**config.mk**
```make
export PLATFORM = sky130hd
export DESIGN_NAME = uart_tx_arbiter
export DESIGN_NICKNAME = d
export VERILOG_FILES = /design/src/rtl/uart_arb_pkg.sv /design/src/rtl/uart_rr_pick.sv /design/src/rtl/uart_tx_arbiter.sv
export SDC_FILE = /design/constraint.sdc
export NUM_CORES = 1
export LEC_CHECK = 0
export ABC_AREA = 1
export CAP_MARGIN = 20
export CORE_MARGIN = 2
export CORE_UTILIZATION = 45
export CTS_BUF_LIST = sky130_fd_sc_hd__clkbuf_16
export DETAILED_ROUTE_END_ITERATION = 8
export PLACE_DENSITY = 0.78
export REMOVE_ABC_BUFFERS = 1
export SLEW_MARGIN = 5
export SYNTH_ARGS = -nofsm -noshare
export SYNTH_HDL_FRONTEND = slang
export SYNTH_SLANG_ARGS = --single-unit
```
**constraint.sdc**
```tcl
create_clock -name clk -period 1.9 [get_ports clk]
set_clock_uncertainty 0.05 [all_clocks]
set_input_delay 0.57 -clock clk [delete_from_list [all_inputs] [get_ports clk]]
set_output_delay 0.57 -clock clk [all_outputs]
set_load 0.02 [all_outputs]
```
**src/rtl/uart_arb_pkg.sv**
```systemverilog
// Shared types and constants for the UART transmit arbiter.
// Counter widths are sized for the largest legal MAX_BURST and HOLD_CYCLES settings.
package uart_arb_pkg;

    typedef enum logic {
        ST_IDLE  = 1'b0,
        ST_SERVE = 1'b1
    } arb_state_e;

    localparam logic [7:0] DEFAULT_TERM = 8'h0A;

    localparam int MAX_BURST_LIMIT = 127;
    localparam int HOLD_LIMIT      = 255;
    localparam int BURST_W         = $clog2(MAX_BURST_LIMIT + 1);
    localparam int HOLD_W          = $clog2(HOLD_LIMIT + 1);

endpackage

```
**src/rtl/uart_rr_pick.sv**
```systemverilog
// Combinational round-robin picker: returns the first set bit of req at or after
// rr_ptr+1, wrapping, as a one-hot vector (all-zero when req is empty).
module uart_rr_pick #(
    parameter int NREQ  = 2,
    parameter int PTR_W = 1
) (
    input  logic [NREQ-1:0]  req,
    input  logic [PTR_W-1:0] rr_ptr,
    output logic [NREQ-1:0]  winner
);

    // NOTE: winner gets a default before the loop so every path assigns it and no latch is inferred.
    // Scanning from the farthest offset down lets the nearest candidate overwrite the others.
    always_comb begin
        winner = '0;
        for (int k = NREQ; k >= 1; k--) begin
            for (int i = 0; i < NREQ; i++) begin
                if (req[i] && i == (int'(rr_ptr) + k) % NREQ) begin
                    winner    = '0;
                    winner[i] = 1'b1;
                end
            end
        end
    end

endmodule

```
**src/rtl/uart_tx_arbiter.sv**
```systemverilog
// Round-robin arbiter merging NREQ byte streams onto one UART transmit port.
// Define UART_TX_ARB_LOCK_EN to keep the grant for a whole message (TERM, MAX_BURST, HOLD_CYCLES).
module uart_tx_arbiter
    import uart_arb_pkg::*;
#(
    parameter int         NREQ        = 2,
    parameter int         MAX_BURST   = 64,
    parameter int         HOLD_CYCLES = 16,
    parameter logic [7:0] TERM        = DEFAULT_TERM
) (
    input  logic              clk,
    input  logic              reset_n,
    input  logic [NREQ-1:0]   req_valid,
    input  logic [NREQ*8-1:0] req_data,
    output logic [NREQ-1:0]   req_ready,
    output logic              tx_valid,
    output logic [7:0]        tx_data,
    input  logic              tx_ready,
    output logic [NREQ-1:0]   grant
);

    localparam int PTR_W = $clog2(NREQ);
`ifdef UART_TX_ARB_LOCK_EN
    localparam bit LOCK_EN = 1'b1;
`else
    localparam bit LOCK_EN = 1'b0;
`endif
    localparam int EFF_BURST = LOCK_EN ? MAX_BURST : 1;

    arb_state_e         state_q,    state_d;
    logic [NREQ-1:0]    grant_q,    grant_d;
    logic [PTR_W-1:0]   rr_ptr_q,   rr_ptr_d;
    logic [BURST_W-1:0] burst_q,    burst_d;
    logic [HOLD_W-1:0]  hold_q,     hold_d;
    logic               tx_valid_q, tx_valid_d;
    logic [7:0]         tx_data_q,  tx_data_d;

    logic [NREQ-1:0]    winner;
    logic [PTR_W-1:0]   gnt_idx;
    logic [7:0]         sel_data;
    logic               sel_valid;
    logic               out_free;
    logic               accept;
    logic               release_now;
    logic [BURST_W-1:0] burst_inc;
    logic [HOLD_W-1:0]  hold_inc;

    uart_rr_pick #(
        .NREQ  (NREQ),
        .PTR_W (PTR_W)
    ) u_pick (
        .req    (req_valid),
        .rr_ptr (rr_ptr_q),
        .winner (winner)
    );

    always_comb begin
        gnt_idx  = '0;
        sel_data = '0;
        for (int i = 0; i < NREQ; i++) begin
            if (grant_q[i]) begin
                gnt_idx  = PTR_W'(i);
                sel_data = req_data[8*i +: 8];
            end
        end
    end

    // The output register can take a new byte when empty or being drained this cycle.
    assign sel_valid = |(req_valid & grant_q);
    assign out_free  = ~tx_valid_q | tx_ready;
    assign req_ready = (state_q == ST_SERVE && out_free) ? grant_q : '0;
    assign accept    = |(req_valid & req_ready);
    assign burst_inc = burst_q + 1'b1;
    assign hold_inc  = hold_q + 1'b1;

    always_comb begin
        state_d     = state_q;
        grant_d     = grant_q;
        rr_ptr_d    = rr_ptr_q;
        burst_d     = burst_q;
        hold_d      = hold_q;
        tx_valid_d  = tx_valid_q;
        tx_data_d   = tx_data_q;
        release_now = 1'b0;

        // The output byte is independent of the grant, so a release never drops it.
        if (accept) begin
            tx_valid_d = 1'b1;
            tx_data_d  = sel_data;
        end else if (tx_valid_q && tx_ready) begin
            tx_valid_d = 1'b0;
        end

        case (state_q)
            ST_IDLE: begin
                if (|req_valid) begin
                    state_d = ST_SERVE;
                    grant_d = winner;
                    burst_d = '0;
                    hold_d  = '0;
                end
            end
            ST_SERVE: begin
                if (accept) begin
                    burst_d     = burst_inc;
                    hold_d      = '0;
                    release_now = (LOCK_EN && sel_data == TERM) ||
                                  (burst_inc == BURST_W'(EFF_BURST));
                end else if (LOCK_EN && !sel_valid) begin
                    hold_d      = hold_inc;
                    release_now = (hold_inc == HOLD_W'(HOLD_CYCLES));
                end
                // A TERM byte that is also the last of the burst still releases once.
                if (release_now) begin
                    state_d  = ST_IDLE;
                    grant_d  = '0;
                    rr_ptr_d = gnt_idx;
                end
            end
            default: state_d = ST_IDLE;
        endcase
    end

    // NOTE: non-blocking assignments so every flop samples the pre-edge value of the others.
    always_ff @(posedge clk or negedge reset_n) begin
        if (!reset_n) begin
            state_q    <= ST_IDLE;
            grant_q    <= '0;
            rr_ptr_q   <= PTR_W'(NREQ - 1);
            burst_q    <= '0;
            hold_q     <= '0;
            tx_valid_q <= 1'b0;
            tx_data_q  <= 8'h00;
        end else begin
            state_q    <= state_d;
            grant_q    <= grant_d;
            rr_ptr_q   <= rr_ptr_d;
            burst_q    <= burst_d;
            hold_q     <= hold_d;
            tx_valid_q <= tx_valid_d;
            tx_data_q  <= tx_data_d;
        end
    end

    assign grant    = grant_q;
    assign tx_valid = tx_valid_q;
    assign tx_data  = tx_data_q;

endmodule

```
==> key figures <==
Placement
  – Routability cong.: 0.7914
  – Post-DP HPWL: 2039 um
  – IO Port Bufs: 33

Finish
  – Nets: 198
  – Ratio of cells with drive above 1 in the final layout: 0.1724
  – Antenna diodes: 0
  – Layout area overhead: 46.38%
  – Area occupied by multi-input gates: 493.0 um2
  – Fill count: 172
  – Register area: 501.7 um2

Routing
  – Final Routed Wirelength: 2654 um
  – Initial DRC Count: 21
  – Wire length per cell: 13.14 um
  – Via count: 1036
  – Pre-Repair DR Iteration Count: 5
  – DRC viols: 0
  – ANT nets after route: 0
  – Vias per std cell: 5.129

Yosys
  – Synth unique cells: 25
  – Synth Instances: 130
  – Register area share after synthesis: 0.4685
  – Ys Warns: 0
  – FF+latch count, synth: 20
  – Post-Syn Area per Cell: 8.239 um2
  – Mapped cell area: 1071 um2

Global routing
  – Global Route Usage Sum: 0.2163
  – Congestion Overflow GR: 0
  – Initial antenna violation count: 0
  – Global-route wire length before repair: 4222 um
  – Largest net degree at the start of global routing: 21
  – Vias in the first global route: 968

Critical path
  – Max stage delay cell, worst path: clkdlybuf4s50_1
  – Critical Path Stages: 1
  – Worst r2r src: burst_q[0]
  – Worst path top cell family by delay: buffers and inverters
  – CP max FO: 3
  – Critical path startpoint category: flop
  – Reg2Reg Setup Slack: 330 ps
  – Slowest stage delay, CP: 620 ps
  – Buf+Inv Stages, Crit Path: 1
  – Crit. End Element: primary output
  – Cell Chain, Critical Path: clkdlybuf4s50_1
  – Cells on worst reg2reg path: 9
  – Arrival time at the worst endpoint: 1240 ps
  – Start point of the critical path: grant[0]
  – Worst EP required: 1280 ps
  – Critical path class: reg2out

Floorplanning
  – Core Box Area: 2233 um2
  – Rows: 17
  – IO Count: 34
  – Die area: 2786 um2
  – Chip height: 52.79 um
  – Chip width: 52.79 um
  – Initial Utilization: 0.4796

STA
  – Slew margin rel.: 0.8234
  – Worst-margin pin slew: 264.9 ps
  – Peak Freq: 0.5390 GHz
  – Final Hold Viols: 0
  – Post-layout min period: 1855 ps
  – Max Slew Vio Count: 0
  – Worst hold slack: 444.3 ps
  – Final cycle utilization of the critical path: 0.9764
  – Final setup viols: 0
  – RSZ-0062 raised after global routing: no

Clock network
  – Root buffer cell: clkbuf_16
  – Max Root-Sink Buffers: 2
  – Clk_lat worst skew: 260 ps
  – Clock sink count: 20
  – CTS clock-pin slew for the worst setup and hold paths: 50 ps
  – CTS tree: yes
  – H-tree depth: 1
  – Total CTS buffers: 3

Flow run
  – Total of max-cap violations: 0

Power and ir drop
  – VDD IR max: 0.001043 V
  – Pleak: 0.7215 nW
  – PD cells: 1534 nW/um2
  – Total Power: 2.405 mW

Outcome
  – Outcome: finished, final reports clean

Hold path
  – Hold Path Origin: rr_ptr_q
  – WHS Path Cells: 2
  – Path type of the worst min-delay path: reg2reg
## sequential cells by signal, summed over array words and instances (netlist names)
name / flops
tx_data: 8
burst_q: 7
grant: 2
rr_ptr_q: 1
state_q: 1
tx_valid: 1
## tightest hold or removal path: stages (launching register included)
cell and delay [ps]:
dfstp_2 380, nand2_1 70, o21ai_2 50
## metrics by stage
step	worst slack [ps]	area, um2	util	std cells	setup TNS [ps]
after floorplan	18.50	1041	-	125	0
after global placement	-588.6	1496	0.6700	198	-2322
after detailed placement	-654.5	1496	0.6700	198	-3074
after CTS	34.57	1565	0.7008	202	0
after global routing	1.622	1568	0.7020	202	0
final	44.85	1568	0.7020	202	0
## cell type report
class	instances	area share
tap	28	0.02235
multi-input combinational	92	0.3144
clock inverter	1	0.002394
clock buffer	3	0.04789
timing repair buffer	45	0.2618
sequential	20	0.3200
inverter	13	0.03113
## repair_timing
item                                    4_1_cts  5_1_grt
gates resized for setup                      11        1
endpoints found under the setup margin        3        1
hold buffers                                  0        0
pin swaps                                     2        1
setup buffers                                 0        0
## kinds of logic after synthesis
kind of cell               after synthesis  share of synthesized area
and+or+nand+nor                         68                     0.2921
xor gates and xnor gates                 2                    0.01636
adders and majority gates                2                    0.02336
DFF                                     20                     0.4685
buffers and inverters                   18                    0.07358
AOI/OAI and AO/OA                       20                     0.1262
## synth_stat cells (all sizes together)
| library cell | n | area (um2) |
|---|---|---|
| o21ai | 9 | 63.81 |
| clkinv | 1 | 3.750 |
| dfstp | 1 | 26.28 |
| nand3 | 16 | 85.08 |
| inv | 12 | 45.04 |
| buf | 5 | 30.02 |
| nand2 | 35 | 148.9 |
| ha | 2 | 25.02 |
| xor2 | 2 | 17.52 |
| o22ai | 1 | 6.260 |
| nand4 | 2 | 12.51 |
| o21bai | 1 | 7.510 |
| o211ai | 1 | 7.510 |
| dfrtp | 19 | 475.5 |
| nor2 | 15 | 66.32 |
| a31oi | 8 | 50.05 |
## worst paths after layout
kind | end
max | grant[0]
min | rr_ptr_q
max reg2reg | grant[0]
min reg2reg | rr_ptr_q
max in group asynchronous | rr_ptr_q
min in group asynchronous | burst_q[0]
## routing by layer
metal / share of wire / track usage / vias to the layer above
met5: 0 / 0 / -
met4: 0.017 / 0.1026 / 0
met3: 0.026 / 0.03429 / 5
met2: 0.52 / 0.3688 / 23
met1: 0.44 / 0.2634 / 495
li1: - / - / 513
## where the power goes
part	leakage (nW)	switching, mW	internal (mW)
sequential	0.246	0.106	0.599
combinational	0.437	0.715	0.547
clock	0.0385	0.157	0.281
total	0.722	0.978	1.43
## layout by cell type, fill, tap and decap left out
master,instances
nand4_1,2
buf_4,13
nand3_2,1
o22ai_1,1
nand2_4,1
dfstp_2,1
clkdlybuf4s50_1,29
dlygate4sd2_1,2
xor2_1,2
dfrtp_1,19
ha_1,2
buf_2,1
nand2_2,5
inv_1,12
nor2_1,13
nor2_4,1
nand2_1,29
o21ai_1,1
a31oi_1,8
o21ai_2,2
clkinv_1,2
o21ai_0,5
o21bai_1,1
nor2_2,1
clkbuf_16,3
o21ai_4,1
nand3_1,15
o211ai_1,1
No activity file was read; power rests on OpenSTA's default activity.
